===== src/rtl/measurement_sequencer.sv =====
// rtl/measurement_sequencer.sv - settle/average/peak sequencer between DataPath and DataFramer
// Discards settling samples, averages and peak-tracks a burst, hands off one result, then idles for a gap.
module measurement_sequencer #(
  parameter int DATA_W         = 16,
  parameter int SETTLE_SAMPLES = 16,
  parameter int AVG_LOG2       = 4,
  parameter int GAP_CYCLES     = 125_000
) (
  input  logic              clk,
  input  logic              rst,
  input  logic              run_i,
  output logic              datapath_en_o,
  input  logic [DATA_W-1:0] db_i,
  input  logic              db_valid_i,
  output logic [DATA_W-1:0] avg_o,
  output logic [DATA_W-1:0] peak_o,
  output logic [7:0]        seq_o,
  output logic              result_valid_o,
  input  logic              result_ready_i,
  output logic              busy_o
);

  localparam int SUM_W   = DATA_W + AVG_LOG2;
  localparam int BURST   = 1 << AVG_LOG2;
  localparam int GAP_N   = (GAP_CYCLES < 1) ? 1 : GAP_CYCLES;
  localparam int CNT_MAX = (SETTLE_SAMPLES > BURST) ? SETTLE_SAMPLES : BURST;
  localparam int CNT_W   = $clog2(CNT_MAX + 1);
  localparam int GAP_W   = $clog2(GAP_N + 1);

  localparam logic [CNT_W-1:0] SETTLE_LAST = CNT_W'(SETTLE_SAMPLES - 1);
  localparam logic [CNT_W-1:0] BURST_LAST  = CNT_W'(BURST - 1);
  localparam logic [GAP_W-1:0] GAP_LAST    = GAP_W'(GAP_N - 1);

  typedef enum logic [2:0] {S_IDLE, S_SETTLE, S_ACCUM, S_OUTPUT, S_GAP} state_t;

  localparam state_t START = (SETTLE_SAMPLES == 0) ? S_ACCUM : S_SETTLE;

  state_t             state_q, state_d;
  logic [CNT_W-1:0]   cnt_q, cnt_d;
  logic [GAP_W-1:0]   gap_q, gap_d;
  logic [SUM_W-1:0]   sum_q, sum_d, sum_next;
  logic [DATA_W-1:0]  peak_acc_q, peak_acc_d;
  logic [DATA_W-1:0]  avg_q, avg_d;
  logic [DATA_W-1:0]  peak_q, peak_d;
  logic [7:0]         seq_q, seq_d;
  logic               en_q, en_d;
  logic               valid_q, valid_d;
  logic               busy_q, busy_d;

  always_comb begin
    state_d    = state_q;
    cnt_d      = cnt_q;
    gap_d      = gap_q;
    sum_d      = sum_q;
    peak_acc_d = peak_acc_q;
    avg_d      = avg_q;
    peak_d     = peak_q;
    seq_d      = seq_q;
    sum_next   = sum_q + SUM_W'(db_i);

    case (state_q)
      S_IDLE: begin
        cnt_d      = '0;
        sum_d      = '0;
        peak_acc_d = '0;
        if (run_i) state_d = START;
      end
      S_SETTLE: begin
        if (!run_i) begin
          state_d = S_IDLE;
        end else if (db_valid_i) begin
          // The strobe that completes settling is consumed here, never accumulated.
          if (cnt_q == SETTLE_LAST) begin
            cnt_d   = '0;
            state_d = S_ACCUM;
          end else begin
            cnt_d = cnt_q + CNT_W'(1);
          end
        end
      end
      S_ACCUM: begin
        if (!run_i) begin
          state_d = S_IDLE;
        end else if (db_valid_i) begin
          sum_d      = sum_next;
          peak_acc_d = (cnt_q == '0 || db_i > peak_acc_q) ? db_i : peak_acc_q;
          cnt_d      = cnt_q + CNT_W'(1);
          if (cnt_q == BURST_LAST) begin
            state_d = S_OUTPUT;
            avg_d   = sum_next[SUM_W-1:AVG_LOG2];
            peak_d  = peak_acc_d;
          end
        end
      end
      S_OUTPUT: begin
        if (result_ready_i) begin
          seq_d   = seq_q + 8'd1;
          gap_d   = '0;
          state_d = S_GAP;
        end
      end
      S_GAP: begin
        if (gap_q == GAP_LAST) begin
          state_d    = run_i ? START : S_IDLE;
          cnt_d      = '0;
          sum_d      = '0;
          peak_acc_d = '0;
        end else begin
          gap_d = gap_q + GAP_W'(1);
        end
      end
      default: state_d = S_IDLE;
    endcase

    // Flag outputs follow the next state so they change on the same edge as it.
    en_d    = (state_d == S_SETTLE) || (state_d == S_ACCUM);
    valid_d = (state_d == S_OUTPUT);
    busy_d  = (state_d != S_IDLE);
  end

  always_ff @(posedge clk or posedge rst) begin
    if (rst) begin
      state_q    <= S_IDLE;
      cnt_q      <= '0;
      gap_q      <= '0;
      sum_q      <= '0;
      peak_acc_q <= '0;
      avg_q      <= '0;
      peak_q     <= '0;
      seq_q      <= '0;
      en_q       <= 1'b0;
      valid_q    <= 1'b0;
      busy_q     <= 1'b0;
    end else begin
      state_q    <= state_d;
      cnt_q      <= cnt_d;
      gap_q      <= gap_d;
      sum_q      <= sum_d;
      peak_acc_q <= peak_acc_d;
      avg_q      <= avg_d;
      peak_q     <= peak_d;
      seq_q      <= seq_d;
      en_q       <= en_d;
      valid_q    <= valid_d;
      busy_q     <= busy_d;
    end
  end

  assign datapath_en_o  = en_q;
  assign result_valid_o = valid_q;
  assign busy_o         = busy_q;
  assign avg_o          = avg_q;
  assign peak_o         = peak_q;
  assign seq_o          = seq_q;

endmodule


===== config.mk =====
export PLATFORM = sky130hd
export DESIGN_NAME = measurement_sequencer
export DESIGN_NICKNAME = d
export VERILOG_FILES = /design/src/rtl/measurement_sequencer.sv
export SDC_FILE = /design/constraint.sdc
export NUM_CORES = 1
export LEC_CHECK = 0
export CAP_MARGIN = 40
export CORE_MARGIN = 8
export CORE_UTILIZATION = 34
export DETAILED_ROUTE_END_ITERATION = 10
export PLACE_DENSITY = 0.51
export SLEW_MARGIN = 20
export SYNTH_ARGS = -nofsm -noshare
export SYNTH_HDL_FRONTEND = slang
export SYNTH_SLANG_ARGS = --single-unit
export TNS_END_PERCENT = 50

===== constraint.sdc =====
create_clock -name clk -period 9.3 [get_ports clk]
set_clock_uncertainty 0.2 [all_clocks]
set_input_delay 1.395 -clock clk [delete_from_list [all_inputs] [get_ports clk]]
set_output_delay 1.395 -clock clk [all_outputs]
set_load 0.05 [all_outputs]

# Word level (Yosys, flattened, before mapping)
# Cells that the tools add are included.
[totals]
reg_bits = 104
inputBits = 21
out_inout_bits = 43
elab_cells = 75
[classes]
n_addsub = 4
order_cmp = 1
n_eq_ne = 16
mux = 30
reduce_logical = 13
[op_table]
columns = ["operator", "n"]
rows = [
  ["16-bit two-way mux", 4],
  ["20-bit two-way mux", 3],
  ["20-bit case mux with 3 select lines", 1],
  ["16-bit case mux with 3 select lines", 1],
  ["17-bit two-way mux", 2],
  ["17-bit case mux with 2 select lines", 1],
  ["5-bit two-way mux", 6],
  ["3-bit two-way mux", 9],
  ["20-bit by 16-bit adder with 20-bit output", 1],
  ["5-bit case mux with 4 select lines", 1],
  ["17-bit by 1-bit adder with 17-bit output, second input constant", 1],
  ["17-bit == test, second input constant", 1],
  ["16-bit greater-than comparator", 1],
  ["3-bit case mux with 5 select lines", 1],
  ["2-bit != test, second input constant", 7],
  ["3-bit by 2-bit == test with 1-bit output, second input constant", 4],
  ["8-bit by 1-bit adder with 8-bit output, second input constant", 1],
  ["4-bit AND reduction", 2],
  ["3-bit by 1-bit == test with 1-bit output, second input constant", 2],
  ["6-bit AND reduction", 1],
  ["3-bit nonzero test", 2],
  ["5-bit by 1-bit adder with 5-bit output, second input constant", 1],
  ["5-bit by 4-bit == test with 1-bit output, second input constant", 1],
  ["5-bit logical NOT", 1],
  ["other kinds (8)", 9],
]

# Longest topological paths before layout
# Gate-level depths: netlist (run 1).
[depth]
ltp_word = 7
mapped_depth = 10
depth_no_buf = 10

# Worst setup path after synthesis (run 1)
# Ideal clock, no wire load.
[synth_timing]
path_type = "input port to flip-flop"
from = "input port db_i[13]"
to = "register peak_acc_q[10]"
setup_ps = 132
arrival_time_ps = 3317
setup_slack_ps = 5651
stages = 9
cell_sequence = "ha_1 -> a21o_1 -> a21o_1 -> a2111oi_4 -> nand3_4 -> a21oi_4 -> buf_12 -> mux2i_1 -> o21ai_1"
[synth_between]
elab_chain_len = 6
[synth_lines]
columns = ["element", "line", "text"]
rows = [
  ["start, declared", "13", "input logic [DATA_W-1:0] db_i,"],
  ["16-bit greater-than comparator", "86", "peak_acc_d = (cnt_q == '0 || db_i > peak_acc_q) ? db_i : peak_acc_q;"],
  ["1-bit logical OR", "86", ""],
  ["16-bit two-way mux", "86", ""],
  ["16-bit two-way mux", "84", "end else if (db_valid_i) begin"],
  ["16-bit two-way mux", "82", "if (!run_i) begin"],
  ["16-bit case mux with 3 select lines", "61", "case (state_q)"],
  ["end signal, assigned", "139", "peak_acc_q <= peak_acc_d;"],
  ["end, declared", "42", "logic [DATA_W-1:0] peak_acc_q, peak_acc_d;"],
]
# No other way between the ends. The select of a mux whose other input is x is not followed.
# A chain may end at the register's enable or synchronous reset.

# Worst setup path in the final report (run 1)
[layout_timing]
from = "input port db_i[15]"
to = "register peak_acc_q[13]"
# Same word-level chain as after synthesis.

==> key figures, run 1 <==
Placed design
  • Final GP Congestion: 0.855
  • Port Buffers: 63
  • Detail Placement HPWL: 11,800 um
  • Cell Count Post-Placement: 981
  • Pre-CTS setup slack: 4.39 ns

Synth
  • Synth top cells by count: sky130_fd_sc_hd__dfrtp_1, sky130_fd_sc_hd__nor3_1, sky130_fd_sc_hd__nand2_1
  • Cells after Synth: 715
  • Most frequent cell after synthesis: sky130_fd_sc_hd__dfrtp_1
  • Fraction of synthesized cell area taken by the top area cell type: 0.416
  • Number of synthesis warnings: 0
  • Syn_nets: 775
  • Share of synthesized flip-flops with an asynchronous set or reset: 1.00
  • Number of flops mapped to enable cells by yosys: 0
  • Prevailing post-synth register cell: sky130_fd_sc_hd__dfrtp_1
  • Sequential fraction of the synthesis area: 0.416
  • Number of storage elements in the synthesis netlist: 104
  • Largest area contributor in the synthesized netlist: sky130_fd_sc_hd__dfrtp_1
  • Top area cells in the synthesized netlist: sky130_fd_sc_hd__dfrtp_1, sky130_fd_sc_hd__ha_1, sky130_fd_sc_hd__nor3_1
  • Distinct cell type count of the synthesized netlist: 56
  • Area of the mapped netlist: 6250 um^2
  • Mean area per synthesized cell: 8.74 um^2

CTS
  • Clock slew at the register clock pins of the worst setup and hold paths: 0.08 ns
  • Max Root-Sink Buffers: 2
  • CTS Root Buffer Type: sky130_fd_sc_hd__clkbuf_16
  • Count of clock tree sinks: 104
  • Number of buffers inserted for hold repair after clock tree synthesis: 0
  • CTS-repair resized insts: 0
  • Clk Latency, worst-skew pair: 0.36 ns
  • Level count of the clock H-tree: 3
  • Setup fix buffers added after clock tree synthesis: 0
  • Clock tree from TritonCTS: built
  • Clock buffer count from CTS: 9

Global route
  • Number of global-route vias before repair: 5,210
  • Largest net degree at the start of global routing: 65
  • First-pass GRT wire length: 27,700 um
  • Antenna violations before repair: 0
  • Overall routing resource usage: 0.154
  • Global route overflow: 0

Run
  • Max cap viols: 0

Detailed routing
  • Remaining number of nets flagged by the antenna check after routing: 0
  • Vias per cell: 5.32
  • Initial DRC count: 315
  • WL/cell: 16.9 um
  • First-pass DRT Iterations: 6
  • Total detailed-routing wirelength: 16,900 um
  • # DRC: 0
  • Via total after detailed routing: 5,308

Critical path
  • Crit path max fanout: 18
  • Worst Setup End Kind: flip-flop
  • CP Launch Type: primary input
  • Crit path arrival time: 4.60 ns
  • Critical path, cell by cell: clkdlybuf4s50_1 > ha_1 > nand4_1 > nor4_2 > nand4_2 > a21oi_4 > mux2i_1 > o21ai_0
  • Maximum single-stage delay on the critical path: 0.80 ns
  • FF-to-FF Start: peak_acc_q[15]
  • Number of cells traversed by the worst register-to-register path: 8
  • Critical Path Slowest Stage Cell: sky130_fd_sc_hd__a21oi_4
  • Reg-to-reg endpoint: peak_acc_q[13]
  • Required time at the worst-slack endpoint: 9.32 ns
  • Crit path kind: primary input to flip-flop
  • R2R setup slack: 5.84 ns

Floorplan
  • Core region area: 18,000 um^2
  • Initial Util: 0.347
  • Site Rows: 49
  • Total Die Area: 23,000 um^2
  • Die Y-Extent: 152 um
  • Die span in x: 152 um
  • Ports placed on the boundary: 64

Min path
  • Hold Crit Endpoint: seq_o[7]
  • Min-delay worst type: flip-flop to flip-flop
  • Number of instances on the worst hold path: 1
  • Startpoint of the tightest hold check path: seq_o[7]

Power and ir drop
  • Logic pwr share: 0.119
  • Clock network fraction of design power: 0.404
  • Reported net switching power: 0.269 mW
  • Switching part of the total: 0.276
  • Internal power consumption: 0.708 mW
  • Total power: 0.977 mW
  • LEAKAGE: 3.09 nW
  • Pwr/cell area: 132 nW/um^2
  • Maximum vdd drop: 0.0838 mV
  • Sequential fraction of design power: 0.478

Timing
  • Final number of setup-violating endpoints: 0
  • Period utilization: 0.492
  • Final max-slew violation count: 0
  • Hold violation total from the final report: 0
  • Fin worst setup slack: 4.72 ns
  • Setup repair after global routing missed its margin: false
  • Final period demand of the worst path: 4.58 ns
  • Worst slew pin tran: 0.777 ns
  • Final sum of negative setup slack: 0 ns
  • Relative slew slack: 0.482
  • Peak Freq: 218 MHz

Finish
  • Final core area utilization: 0.410
  • Post-Layout Cell Count: 997
  • Number of antenna cells inserted: 0
  • Fin nets: 824
  • Proportion of layout cells with a drive suffix above 1: 0.0469
  • Area growth from synthesis to layout: 18.3%

Run status
  • Result of the run: finished clean
-- layout make-up --
class | count | area [um^2]
fill | 1841 | 10600
multi-input combinational | 544 | 3380
sequential | 104 | 2600
timing repair buffer | 70 | 703
tap | 229 | 287
clock buffer | 9 | 225
inverter | 35 | 134
clock inverter | 6 | 67.6
-- worst max path at each step --
stage	cells past startpoint	slack (ns)	end	from
floorplan	1	4.97	avg_o[0]	rst
finish	8	4.72	peak_acc_q[13]	db_i[15]
global placement	8	4.49	peak_acc_q[15]	db_i[15]
detailed placement	8	4.39	peak_acc_q[13]	db_i[15]
global route	8	4.40	peak_acc_q[13]	db_i[15]
CTS	8	4.77	peak_acc_q[13]	db_i[15]
-- worst max-delay path, delay by kind of cell --
family | cells | cell delay (ns)
AND/OR/NAND/NOR | 3 | 1.15
AO/OA/AOI/OAI | 2 | 0.89
buffers and inverters | 1 | 0.50
adder cells (fa/ha/maj) | 1 | 0.39
multiplexers | 1 | 0.26
-- per-layer routing --
layer	up-vias	GRT usage	wire length, um
met5	-	0	0
met4	0	0.0539	389
met3	26	0.0321	777
met2	119	0.256	8010
met1	2538	0.195	7710
li1	2625	-	-
-- logic make-up after synthesis --
group | synth area share
simple gates | 0.230
compound gates | 0.148
flops | 0.416
buf+inv | 0.0436
fa+ha+maj | 0.0808
xor+xnor | 0.0490
mux | 0.0324
-- power by group through the flow --
stage	combinational [mW]	sequential, mW	clock (mW)
3_5_place_dp	0.115	0.476	0
2_1_floorplan	0.0757	0.476	0
5_1_grt	0.130	0.468	0.428
3_3_place_gp	0.113	0.475	0
4_1_cts	0.115	0.467	0.410
6_report	0.116	0.467	0.395
-- metrics by stage --
stage                     area (um^2)  hold WS [ns]
after floorplan                  6250         0.247
after global placement           7080         0.260
after detailed placement         7080         0.264
after CTS                        7370         0.277
after global routing             7400         0.294
final                            7400         0.275
-- cell usage in the layout, fill, tap and decap left out, drive strengths merged, types with 6 or more instances in the layout --
cell type and n:
nand4 14, a21o 7, xnor2 14, or3 6
nor3 88, nand2 84, o21ai 66, clkbuf 9
buf 7, o31ai 8, nand3 15, xor2 21
dfrtp 104, inv 37, and2 6, a21oi 46
ha 38, and3 6, nor2 49, clkdlybuf4s50 63
nand2b 6, mux2i 18
-- state kept, by name (all words and copies together) (netlist names), 3 cells and up --
signal and cells:
peak_o 16, sum_q 20, seq_o 8, state_q 3, avg_o 16, gap_q 17
cnt_q 5, peak_acc_q 16
Power figures use the tool's default switching activity.
==> inputs of run 2 (changes only) <==
Settings changed: PLACE_DENSITY 0.51 to 0.53.
Clock period 9.3 ns to 3.7 ns, I/O delays scaled along.
==> run 2 against run 1 <==
Against the previous run: die area stayed put; largest power group unchanged; count of clock-buffer cells in the layout stayed put; setup slack got worse by 4.1 ns; critical path depth is 3 higher; flip-flop and latch count unchanged; largest cell class unchanged; worst hold slack lost 0.0024 ns; power grew to 2.5 times the previous value; wire length shrank 2.5%; utilization is 0.62 points higher; via count grew 0.53%.
==> key figures, run 2 (synthesized netlist as in run 1, its figures left out) <==
CTS
  • Max Root-Sink Buffers: 2 (unchanged)
  • Count of clock tree sinks: 104 (unchanged)
  • CTS Root Buffer Type: sky130_fd_sc_hd__clkbuf_16
  • Clock buffer count from CTS: 9 (unchanged)
  • Clock tree from TritonCTS: built
  • Number of buffers inserted for hold repair after clock tree synthesis: 0 (unchanged)
  • Clock slew at the register clock pins of the worst setup and hold paths: 0.08 ns (about the same)
  • Level count of the clock H-tree: 3 (unchanged)
  • CTS-repair resized insts: 0 (unchanged)
  • Setup fix buffers added after clock tree synthesis: 0 (unchanged)
  • Clk Latency, worst-skew pair: 0.36 ns (about the same)

Power and ir drop
  • Clock network fraction of design power: 0.399 (-0.005)
  • Reported net switching power: 0.710 mW (+160%)
  • LEAKAGE: 3.16 nW (+2.4%)
  • Pwr/cell area: 326 nW/um^2 (+150%)
  • Internal power consumption: 1.74 mW (+150%)
  • Sequential fraction of design power: 0.478 (about the same)
  • Maximum vdd drop: 0.221 mV (+160%)
  • Logic pwr share: 0.123 (+0.004)
  • Switching part of the total: 0.289 (+0.0138)

Floorplan
  • Site Rows: 49 (unchanged)
  • Die span in x: 152 um (unchanged)
  • Ports placed on the boundary: 64 (unchanged)
  • Die Y-Extent: 152 um (unchanged)
  • Total Die Area: 23,000 um^2 (unchanged)
  • Core region area: 18,000 um^2 (unchanged)
  • Initial Util: 0.347 (unchanged)

Finish
  • Area growth from synthesis to layout: 20.1%
  • Post-Layout Cell Count: 1,010 (+1.3%)
  • Most used cells in the layout excluding fill and tap cells: sky130_fd_sc_hd__dfrtp_1, sky130_fd_sc_hd__nor3_1, sky130_fd_sc_hd__nand2_1, sky130_fd_sc_hd__clkdlybuf4s50_1, sky130_fd_sc_hd__o21ai_0
  • Top reg by flops: sum_q
  • Fin nets: 836 (+1.5%)
  • Max FFs per register: 20 (unchanged)
  • Proportion of layout cells with a drive suffix above 1: 0.0627 (+0.0159)
  • Most common cell after layout, fill and taps aside: sky130_fd_sc_hd__dfrtp_1
  • Number of antenna cells inserted: 0 (unchanged)
  • Top Registers: sum_q x20, gap_q x17
  • Finished layout cell area: 7510 um^2 (+1.5%)

Critical path
  • Crit path max fanout: 4 (-14)
  • R2R setup slack: 0.84 ns (-5.00 ns)
  • Crit path kind: primary input to flip-flop
  • Worst Setup End Kind: flip-flop
  • CP Launch Type: primary input
  • Crit path arrival time: 3.19 ns (-1.41 ns)
  • Required time at the worst-slack endpoint: 3.78 ns (-5.54 ns)

Run
  • Max cap viols: 0 (unchanged)

Detailed routing
  • Vias per cell: 5.28 (-0.77%)
  • Remaining number of nets flagged by the antenna check after routing: 0 (unchanged)
  • WL/cell: 16.3 um (-3.7%)
  • # DRC: 0 (unchanged)
  • Via total after detailed routing: 5,336 (+0.53%)
  • Total detailed-routing wirelength: 16,500 um (-2.5%)
  • First-pass DRT Iterations: 4 (-2)
  • Initial DRC count: 210 (-33%)

Global route
  • Number of global-route vias before repair: 5,162 (-0.92%)
  • Global route overflow: 0 (unchanged)
  • Largest net degree at the start of global routing: 72 (+11%)
  • First-pass GRT wire length: 27,200 um (-2.1%)
  • Overall routing resource usage: 0.149 (-0.00533)
  • GR met1 Demand/Resource: 0.200 (+0.00481)
  • Met3 routing resource usage after global routing: 0.0241 (-0.00802)
  • Met2 Usage GRT: 0.238 (-0.0173)
  • Antenna violations before repair: 0 (unchanged)
  • Most utilized layer in the global route result: met2

Placed design
  • Port Buffers: 63 (unchanged)
  • Cell Count Post-Placement: 994 (+1.3%)
  • Placed cell areas: 7210 um^2 (+1.9%)
  • Detail Placement HPWL: 11,800 um (about the same)
  • Final GP Congestion: 0.841 (-1.6%)
  • Pre-CTS setup slack: 0.234 ns (-4.16 ns)

Timing
  • Final period demand of the worst path: 3.10 ns
  • Final sum of negative setup slack: 0 ns (unchanged)
  • Period utilization: 0.839
  • Final max-slew violation count: 0 (unchanged)
  • Relative slew slack: 0.477 (-0.00501)
  • Peak Freq: 322 MHz
  • Fin worst setup slack: 0.597 ns (-4.13 ns)
  • Worst slew pin tran: 0.782 ns (+0.00475 ns)
  • Hold violation total from the final report: 0 (unchanged)
  • Final number of setup-violating endpoints: 0 (unchanged)
  • Setup repair after global routing missed its margin: false

Min path
  • Min-delay worst type: flip-flop to flip-flop

Run status
  • Result of the run: finished clean
==> run 2: worst paths after layout <==
path                             endpoint            from  cells after the start
worst max-delay path            sum_q[16]         db_i[0]                     11
worst min-delay path             seq_o[7]        seq_o[7]                      1
worst max register to register  peak_o[4]  peak_acc_q[13]                      8
worst min register to register   seq_o[7]        seq_o[7]                      1
max in group asynchronous        sum_q[4]             rst                      3
min in group asynchronous        seq_o[4]             rst                      2
==> run 2: layout make-up <==
cell class,instances,area [um^2]
clock buffer,9,225
sequential,104,2600
clock inverter,7,72.6
multi-input combinational,544,3380
inverter,35,134
fill,1761,10500
timing repair buffer,82,811
tap,229,287
==> run 2: power groups by stage <==
stage / Combinational, mW / Sequential, mW / Clock (mW)
2_1_floorplan: 0.190 / 1.20 / 0
6_report: 0.302 / 1.17 / 0.977
3_3_place_gp: 0.301 / 1.19 / 0
4_1_cts: 0.306 / 1.17 / 1.01
3_5_place_dp: 0.305 / 1.20 / 0
5_1_grt: 0.336 / 1.18 / 1.05
==> run 2: metal layers <==
metal | share of wire | up-vias | wire [um]
met4 | 0.014 | 0 | 228
met3 | 0.039 | 17 | 647
met5 | 0 | - | 0
li1 | - | 2657 | -
met1 | 0.48 | 2569 | 7870
met2 | 0.47 | 93 | 7740
==> run 2: metrics by stage <==
step	util	power [mW]	hold slack, ns
2_1_floorplan	-	1.39	0.247
3_5_place_dp	0.400	1.50	0.266
4_1_cts	0.417	2.49	0.279
3_3_place_gp	0.400	1.50	0.263
6_report	0.417	2.45	0.273
5_1_grt	0.417	2.56	0.303
==> run 2: critical path, cell delays in order <==
cell                              delay, ns
sky130_fd_sc_hd__clkdlybuf4s50_1       0.54
sky130_fd_sc_hd__ha_1                  0.21
sky130_fd_sc_hd__inv_1                 0.06
sky130_fd_sc_hd__fa_1                  0.37
sky130_fd_sc_hd__nor2b_1               0.21
sky130_fd_sc_hd__o2111ai_1             0.20
sky130_fd_sc_hd__a21bo_2               0.27
sky130_fd_sc_hd__a21oi_1               0.22
sky130_fd_sc_hd__o22ai_1               0.16
sky130_fd_sc_hd__or3_1                 0.32
sky130_fd_sc_hd__o21ai_0               0.07
